[config.mk]
export PLATFORM = sky130hd
export DESIGN_NAME = cosmem_loader
export DESIGN_NICKNAME = d
export VERILOG_FILES = /design/src/rtl/cosmem_loader.sv
export SDC_FILE = /design/constraint.sdc
export NUM_CORES = 1
export LEC_CHECK = 0
export ABC_AREA = 1
export CAP_MARGIN = 20
export CORE_UTILIZATION = 33
export CTS_BUF_LIST = sky130_fd_sc_hd__clkbuf_8
export DETAILED_ROUTE_END_ITERATION = 10
export PLACE_DENSITY_LB_ADDON = 0.08
export SYNTH_ARGS = -nofsm -noshare
export SYNTH_HDL_FRONTEND = slang
export SYNTH_SLANG_ARGS = --single-unit
[constraint.sdc]
create_clock -name clk -period 3.04 [get_ports clk]
set_input_delay 0.912 -clock clk [delete_from_list [all_inputs] [get_ports clk]]
set_output_delay 0.912 -clock clk [all_outputs]
set_load 0.05 [all_outputs]
[src/rtl/cosmem_loader.sv]
// UART program loader: parses L/R/H commands, writes image bytes to the memory port, replies over TX.
// ld_we fires the cycle after a byte is received; bytes arriving in IDLE while TX is busy are dropped.
module cosmem_loader #(
  parameter int CLKS_PER_BIT  = 139,
  parameter int TIMEOUT_CLKS  = 1600000,
  parameter bit HOLD_AT_RESET = 1'b1
) (
  input  logic        clk,
  input  logic        resetn,
  input  logic        rxd,
  output logic        txd,
  output logic        ld_we,
  output logic [15:0] ld_addr,
  output logic [7:0]  ld_wdata,
  output logic        hold,
  output logic        busy
);

  localparam int CW = $clog2(CLKS_PER_BIT) + 1;
  localparam int TW = $clog2(TIMEOUT_CLKS) + 1;
  localparam logic [CW-1:0] BIT_END  = CW'(CLKS_PER_BIT - 1);
  localparam logic [CW-1:0] HALF_END = CW'(CLKS_PER_BIT / 2 - 1);
  localparam logic [TW-1:0] TO_END   = TW'(TIMEOUT_CLKS - 1);

  // ---------------- RX ----------------
  logic rx_meta, rx_sync, rx_last;

  always_ff @(posedge clk) begin
    if (!resetn) begin
      rx_meta <= 1'b1;
      rx_sync <= 1'b1;
      rx_last <= 1'b1;
    end else begin
      rx_meta <= rxd;
      rx_sync <= rx_meta;
      rx_last <= rx_sync;
    end
  end

  typedef enum logic [1:0] {RX_IDLE, RX_START, RX_DATA, RX_STOP} rx_state_t;
  rx_state_t       rx_st, rx_st_nx;
  logic [CW-1:0]   rx_cnt, rx_cnt_nx;
  logic [2:0]      rx_idx, rx_idx_nx;
  logic [7:0]      rx_data, rx_data_nx;
  logic            rx_valid, rx_valid_nx;
  logic            rx_ferr, rx_ferr_nx;

  always_ff @(posedge clk) begin
    if (!resetn) begin
      rx_st    <= RX_IDLE;
      rx_cnt   <= '0;
      rx_idx   <= '0;
      rx_data  <= '0;
      rx_valid <= 1'b0;
      rx_ferr  <= 1'b0;
    end else begin
      rx_st    <= rx_st_nx;
      rx_cnt   <= rx_cnt_nx;
      rx_idx   <= rx_idx_nx;
      rx_data  <= rx_data_nx;
      rx_valid <= rx_valid_nx;
      rx_ferr  <= rx_ferr_nx;
    end
  end

  always_comb begin
    rx_st_nx    = rx_st;
    rx_cnt_nx   = rx_cnt + CW'(1);
    rx_idx_nx   = rx_idx;
    rx_data_nx  = rx_data;
    rx_valid_nx = 1'b0;
    rx_ferr_nx  = 1'b0;
    case (rx_st)
      RX_IDLE: begin
        rx_cnt_nx = '0;
        if (rx_last && !rx_sync) rx_st_nx = RX_START;
      end
      RX_START: begin
        // A start bit that is high again at mid-bit was a glitch
        if (rx_cnt == HALF_END) begin
          rx_cnt_nx = '0;
          rx_idx_nx = '0;
          rx_st_nx  = rx_sync ? RX_IDLE : RX_DATA;
        end
      end
      RX_DATA: begin
        if (rx_cnt == BIT_END) begin
          rx_cnt_nx  = '0;
          rx_data_nx = {rx_sync, rx_data[7:1]};
          rx_idx_nx  = rx_idx + 3'd1;
          if (rx_idx == 3'd7) rx_st_nx = RX_STOP;
        end
      end
      RX_STOP: begin
        if (rx_cnt == BIT_END) begin
          rx_st_nx    = RX_IDLE;
          rx_valid_nx = rx_sync;
          rx_ferr_nx  = !rx_sync;
        end
      end
      default: rx_st_nx = RX_IDLE;
    endcase
  end

  // ---------------- TX ----------------
  logic          tx_start;
  logic [7:0]    tx_byte;
  logic          tx_busy;
  logic [8:0]    tx_sh;
  logic [3:0]    tx_bit;
  logic [CW-1:0] tx_cnt;

  always_ff @(posedge clk) begin
    if (!resetn) begin
      txd     <= 1'b1;
      tx_busy <= 1'b0;
      tx_sh   <= '1;
      tx_bit  <= '0;
      tx_cnt  <= '0;
    end else if (!tx_busy) begin
      if (tx_start) begin
        txd     <= 1'b0;
        tx_sh   <= {1'b1, tx_byte};
        tx_bit  <= '0;
        tx_cnt  <= '0;
        tx_busy <= 1'b1;
      end
    end else if (tx_cnt == BIT_END) begin
      tx_cnt <= '0;
      if (tx_bit == 4'd9) begin
        tx_busy <= 1'b0;
      end else begin
        txd    <= tx_sh[0];
        tx_sh  <= {1'b1, tx_sh[8:1]};
        tx_bit <= tx_bit + 4'd1;
      end
    end else begin
      tx_cnt <= tx_cnt + CW'(1);
    end
  end

  // ---------------- Command FSM ----------------
  typedef enum logic [2:0] {IDLE, ADDR_H, ADDR_L, LEN_H, LEN_L, DATA, REPLY} state_t;
  state_t        state, state_nx;
  logic [15:0]   addr;
  logic [7:0]    len_h;
  logic [15:0]   remain;
  logic [7:0]    csum;
  logic [TW-1:0] to_cnt;
  logic          in_load, timeout, cmd_ok;

  assign in_load = (state == ADDR_H) || (state == ADDR_L) || (state == LEN_H) ||
                   (state == LEN_L) || (state == DATA);
  assign timeout = in_load && !rx_valid && (to_cnt == TO_END);
  assign cmd_ok  = rx_valid && !tx_busy;
  assign busy    = (state != IDLE) || tx_busy;

  always_comb begin
    state_nx = state;
    tx_start = 1'b0;
    tx_byte  = 8'h00;
    case (state)
      IDLE: begin
        if (cmd_ok) begin
          case (rx_data)
            8'h4C: state_nx = ADDR_H;
            8'h52, 8'h48: begin
              tx_start = 1'b1;
              tx_byte  = rx_data;
            end
            default: ;
          endcase
        end
      end
      ADDR_H: if (rx_valid) state_nx = ADDR_L;
      ADDR_L: if (rx_valid) state_nx = LEN_H;
      LEN_H:  if (rx_valid) state_nx = LEN_L;
      LEN_L:  if (rx_valid) state_nx = ({len_h, rx_data} == 16'h0000) ? REPLY : DATA;
      DATA:   if (rx_valid && remain == 16'd1) state_nx = REPLY;
      REPLY: begin
        tx_start = 1'b1;
        tx_byte  = csum;
        state_nx = IDLE;
      end
      default: state_nx = IDLE;
    endcase
    if (in_load && (rx_ferr || timeout)) begin
      state_nx = IDLE;
      tx_start = 1'b1;
      tx_byte  = 8'h3F;
    end
  end

  always_ff @(posedge clk) begin
    if (!resetn) begin
      state    <= IDLE;
      hold     <= HOLD_AT_RESET;
      ld_we    <= 1'b0;
      ld_addr  <= '0;
      ld_wdata <= '0;
      addr     <= '0;
      len_h    <= '0;
      remain   <= '0;
      csum     <= '0;
      to_cnt   <= '0;
    end else begin
      state  <= state_nx;
      ld_we  <= 1'b0;
      to_cnt <= (in_load && !rx_valid) ? to_cnt + TW'(1) : '0;
      if (rx_valid) begin
        case (state)
          IDLE: begin
            if (!tx_busy) begin
              if (rx_data == 8'h4C) begin
                hold <= 1'b1;
                csum <= '0;
              end else if (rx_data == 8'h52) begin
                hold <= 1'b0;
              end else if (rx_data == 8'h48) begin
                hold <= 1'b1;
              end
            end
          end
          ADDR_H: addr[15:8] <= rx_data;
          ADDR_L: addr[7:0]  <= rx_data;
          LEN_H:  len_h      <= rx_data;
          LEN_L:  remain     <= {len_h, rx_data};
          DATA: begin
            ld_we    <= 1'b1;
            ld_addr  <= addr;
            ld_wdata <= rx_data;
            addr     <= addr + 16'd1;
            csum     <= csum + rx_data;
            remain   <= remain - 16'd1;
          end
          default: ;
        endcase
      end
    end
  end

endmodule

# Word level (Yosys, flattened, before mapping)
# Cells that the tools add are included.
# W data, S select, Z words.
# word_totals
elab_cells	171
mem_bits_ro	0
inputBits	3
latchBits	0
ramBits	0
register_bits	150
out_inout_bits	28
n_memories	0
# classes
multipliers	0
div	0
n_mux	59
n_reduce_logical	43
eq_ne	34
n_addsub	8
order_cmp	0
bitwise_logic	2
n_shift	0
# op_table
cell	n
$mux W9	9
$pmux W8 S2	4
$mux W8	5
$pmux W16 S2	1
$mux W3	9
$pmux W9 S3	1
$ne A2 B2 Y1 const B	13
$eq A8 B7 Y1 const B	3
$add A22 B1 Y22 const B	1
$eq A22 B21 Y1 const B	1
$add A9 B1 Y9 const B	2
$eq A9 B8 Y1 const B	2
$pmux W3 S6	1
$add A16 B1 Y16 const B	1
$eq A16 B1 Y1 const B	1
$logic_not A16 Y1	1
$mux W4	4
$reduce_and A2 Y1	8
$sub A16 B1 Y16 const B	1
$mux W1	15
$mux W2	7
$eq A3 B3 Y1 const B	4
$reduce_bool A2 Y1	6
$eq A9 B7 Y1 const B	1
other kinds (24)	45

# Depth between registers and ports, before layout
# logic_depth
word_depth	12
ltp_mapped	14

# Worst setup path after synthesis
# OpenSTA, ideal clock, no wires.
# synth_timing
path_kind	input-to-reg
from	input resetn
to	register to_cnt[15]
setup_time_ns	0.065
arrival_ns	1.719
path_stages	5
slack_ns	1.256
required_ns	2.975
path_cell_list	clkinv_1 > nor2_1 > clkinv_1 > buf_2 > nor2_1
# synth_via
elab_chain_cells	1
# synth_rtl
element	line_no	source
from (decl)	9	input logic resetn,
$reduce_and A2 Y1 (no source line)	-	
to (signal assigned)	209	to_cnt <= (in_load && !rx_valid) ? to_cnt + TW'(1) : '0;
to (decl)	149	logic [TW-1:0] to_cnt;
# Every way passes these cells.
# A chain may end at the register's enable or synchronous reset.

# Worst setup path after layout
# layout_timing
from	register state[2]
to	output busy
# layout_via
elab_chain_cells	2
# layout_rtl
element	line_no	source
from (decl)	144	state_t state, state_nx;
from (signal assigned)	207	state <= state_nx;
$reduce_bool A3 Y1	156	assign busy = (state != IDLE) || tx_busy;
$logic_or A1 B1 Y1	156	
to (decl)	16	output logic busy
# Every way passes these cells.

==> flow_summary.json <==
{
  "outcome": "completed",
  "max_stage_delay_ns": 0.53,
  "worstPathCellList": "inv_4 > nand2_4 > inv_4 > nand2_4 > dlygate4sd2_1",
  "finalSetupViolations": 0,
  "cts_hold_buf": 0,
  "hold_viol": 0,
  "placed_cells": 1327,
  "synth_largest_area_cell": "dfxtp_1",
  "synth_seq_area_share": 0.398,
  "pwr-share-seq": 0.542,
  "die_width_um": 153,
  "start_util": 0.341,
  "dp_slack_ns": 0.492,
  "htreeDepth": 4,
  "instances_no_fill": 1358,
  "first_pass_iters": 6,
  "die_y_um": 153,
  "crit_family": "buffers and inverters",
  "yosys_warnings": 0,
  "synth_seq_cells": 149,
  "area_delta_synth_final_pct": 12.3,
  "clkPwrFrac": 0.439,
  "fillers": 2361,
  "clk_pin_slew_ns": 0.08,
  "antenna_found_initial": 0,
  "final.setup.tns_ns": 0,
  "required_ns": 2.13,
  "worstHoldPathCells": 1,
  "worstPathMaxFanout": 9,
  "synth_cell_types": 44,
  "final_util": 0.383,
  "rsz0062_at_grt": "false",
  "routedWlPerCell_um": 13.9,
  "drv_cap": 0,
  "syn_area_per_cell_um2": 7.17,
  "cts_buffer_depth": 2,
  "grt_pass1_wl_um": 31200,
  "finalMaxSlewViolations": 0,
  "post-route-drc-count": 0,
  "postRouteWirelength_um": 18900,
  "finalClockSkew_ns": 0.0129,
  "ff2ff_path_depth": 9,
  "cp_slowest_cell": "dlygate4sd2_1",
  "hold_path_end": "rx_sync",
  "cts_sinks": 149,
  "ctsRootBufferMaster": "clkbuf_8",
  "p_leak_uw": 0.00321,
  "fin_crit_sh": 0.900,
  "synthArstFlopShare": 0,
  "max_freq_ghz": 0.365,
  "hold_path_class": "register to register",
  "setup_ws_ns": 0.304,
  "core-area_mm2": 0.0220,
  "r2r_start": "state[0]",
  "criticalPathCategory": "register to output pin",
  "peakVddDrop_mv": 0.224,
  "die-area_mm2": 0.0233,
  "worst-path-buf-inv": 3,
  "startpoint_type": "register",
  "grt_max_degree": 67,
  "worstPathArrival_ns": 1.82,
  "synth_edf_count": 0,
  "power_uw": 3620,
  "power.switching_uw": 884,
  "min_from": "rx_meta",
  "p_comb_frac": 0.019,
  "portBuffers": 30,
  "pin_count": 31,
  "cp-end-kind": "output pin",
  "clk-insertion-delay-late_ns": 0.46,
  "cts_setup_buffers": 0,
  "reg2reg_slack_ns": 0.73,
  "drive_gt1_frac": 0.0955,
  "fin_crit_ns": 2.74,
  "synth_area_leaders": "dfxtp_1 40%, nand2_1 9.7%, a21oi_1 7.6%, o21ai_0 5.5%, inv_1 5.1%",
  "vias_per_cell": 4.83,
  "synth_ff_type": "dfxtp_1",
  "dpl.hpwl_um": 13100,
  "r2r-end": "csum[5]",
  "slew_headroom": 0.508,
  "syn_inst": 1047,
  "grt_overflow": 0,
  "intPower_uw": 2730,
  "synth.cell_area_mm2": 0.00750,
  "grt_pass1_vias": 6168,
  "nNetsFinal": 1090,
  "diodes": 0,
  "tightest_slew_ns": 0.736,
  "syn_nets": 1071,
  "rows": 54,
  "drtIter0Drc": 360,
  "swShare": 0.244,
  "vias": 6557,
  "power_density_mw_per_mm2": 429,
  "cts_made_buffers": 17,
  "grtUsageTotal": 0.167,
  "cts_tree": "yes",
  "place_congestion": 0.759,
  "final_antenna_net_count": 0,
  "synth_top_area_share": 0.398
}
[worst reg2reg max path, delay by kind of cell, from the launching register on]
kind	cells	cell delay, ns
buffers and inverters	3	0.84
AND/OR/NAND/NOR	4	0.60
AO/OA/AOI/OAI	2	0.25
flip-flops	1	0.48
[Yosys cell counts (2+ instances only)]
master / count
nand2_1: 194
dfxtp_1: 149
a21oi_1: 114
inv_1: 102
nor2_1: 100
o21ai_0: 82
nand3_1: 64
nand4_1: 24
ha_1: 20
xor2_1: 20
clkbuf_1: 19
or2_2: 19
nor3_1: 17
a31oi_1: 14
o21ai_1: 13
buf_2: 12
inv_2: 12
xnor2_1: 9
a21oi_2: 8
nand3b_1: 5
nor2_4: 5
nand2_2: 4
nor2_2: 4
buf_4: 3
nand2_4: 3
nor3_2: 3
o211ai_1: 3
o21a_1: 3
buf_6: 2
clkinv_1: 2
inv_4: 2
nor3b_1: 2
o21bai_1: 2
o22ai_1: 2
[area by class of cell]
| class | count | area (um2) | share of cell area |
|---|---|---|---|
| inverter | 118 | 448 | 0.0531 |
| clock buffer | 18 | 248 | 0.0294 |
| sequential | 149 | 2980 | 0.354 |
| multi-input combinational | 743 | 3890 | 0.462 |
| clock inverter | 13 | 149 | 0.0177 |
| timing repair buffer | 37 | 359 | 0.0426 |
| tap | 280 | 350 | 0.0416 |
[routing by layer]
metal / up-vias / GRT usage / share of wire
li1: 3493 / - / -
met1: 2980 / 0.223 / 0.51
met2: 65 / 0.271 / 0.45
met3: 19 / 0.0333 / 0.029
met4: 0 / 0.0457 / 0.010
met5: - / 0 / 0
[logic make-up (layout without fill, tap and decap cells)]
kind of cell               count (synthesis)  after routing  synth area share
and+or+nand+nor                          449            449             0.276
AOI/OAI and AO/OA                        244            244             0.173
buffers and inverters                    155            186            0.0837
DFF                                      149            149             0.398
xor gates and xnor gates                  29             29            0.0339
adders and majority gates                 21             21            0.0360
[per-stage QoR]
| stage | area [um2] | hold WS (ns) |
|---|---|---|
| finish | 8430 | 0.425 |
| global route | 8430 | 0.450 |
| CTS | 8430 | 0.430 |
| detailed placement | 8030 | 0.406 |
| global placement | 8030 | 0.407 |
| floorplan | 7500 | 0.393 |
[worst max-delay path by stage]
stage	from	endpoint	cells after the start	slack (ns)
floorplan	resetn	to_cnt[15]	5	1.26
global placement	state[2]	busy	5	0.50
detailed placement	state[2]	busy	5	0.49
CTS	state[2]	busy	5	0.26
global route	state[2]	busy	5	0.19
finish	state[2]	busy	5	0.30
[what timing repair did]
action,4_1_cts,5_1_grt
gates resized for setup,1,0
hold endpoints to repair,0,0
setup endpoints to repair,1,0
[power groups by stage]
stage | combinational [uW] | sequential [uW] | clock [uW]
after floorplan | 48.8 | 2010 | 0
after global placement | 71.9 | 2010 | 0
after detailed placement | 70.7 | 2010 | 0
after CTS | 70.9 | 1960 | 1640
after global routing | 78.1 | 1960 | 1730
final | 69.3 | 1960 | 1590
[cells in the final DEF, fill, tap and decap left out, drive strengths merged, types with 3 or more instances in the layout]
cell type / instances
a21oi: 122
a31oi: 14
buf: 8
clkbuf: 18
clkdlybuf4s50: 28
clkinv: 6
clkinvlp: 3
dfxtp: 149
ha: 20
inv: 120
nand2: 202
nand3: 64
nand3b: 5
nand4: 24
nor2: 110
nor3: 20
o211ai: 3
o21a: 3
o21ai: 96
or2: 20
xnor2: 9
xor2: 20
[sequential cells by signal, summed over array words and instances, names as in the netlist, 9 cells and up, named ones only]
register	flops
ld_addr	16
to_cnt	22
remain	16
addr	16
tx_cnt	9
rx_cnt	9
(Power assumes the default switching activity.)
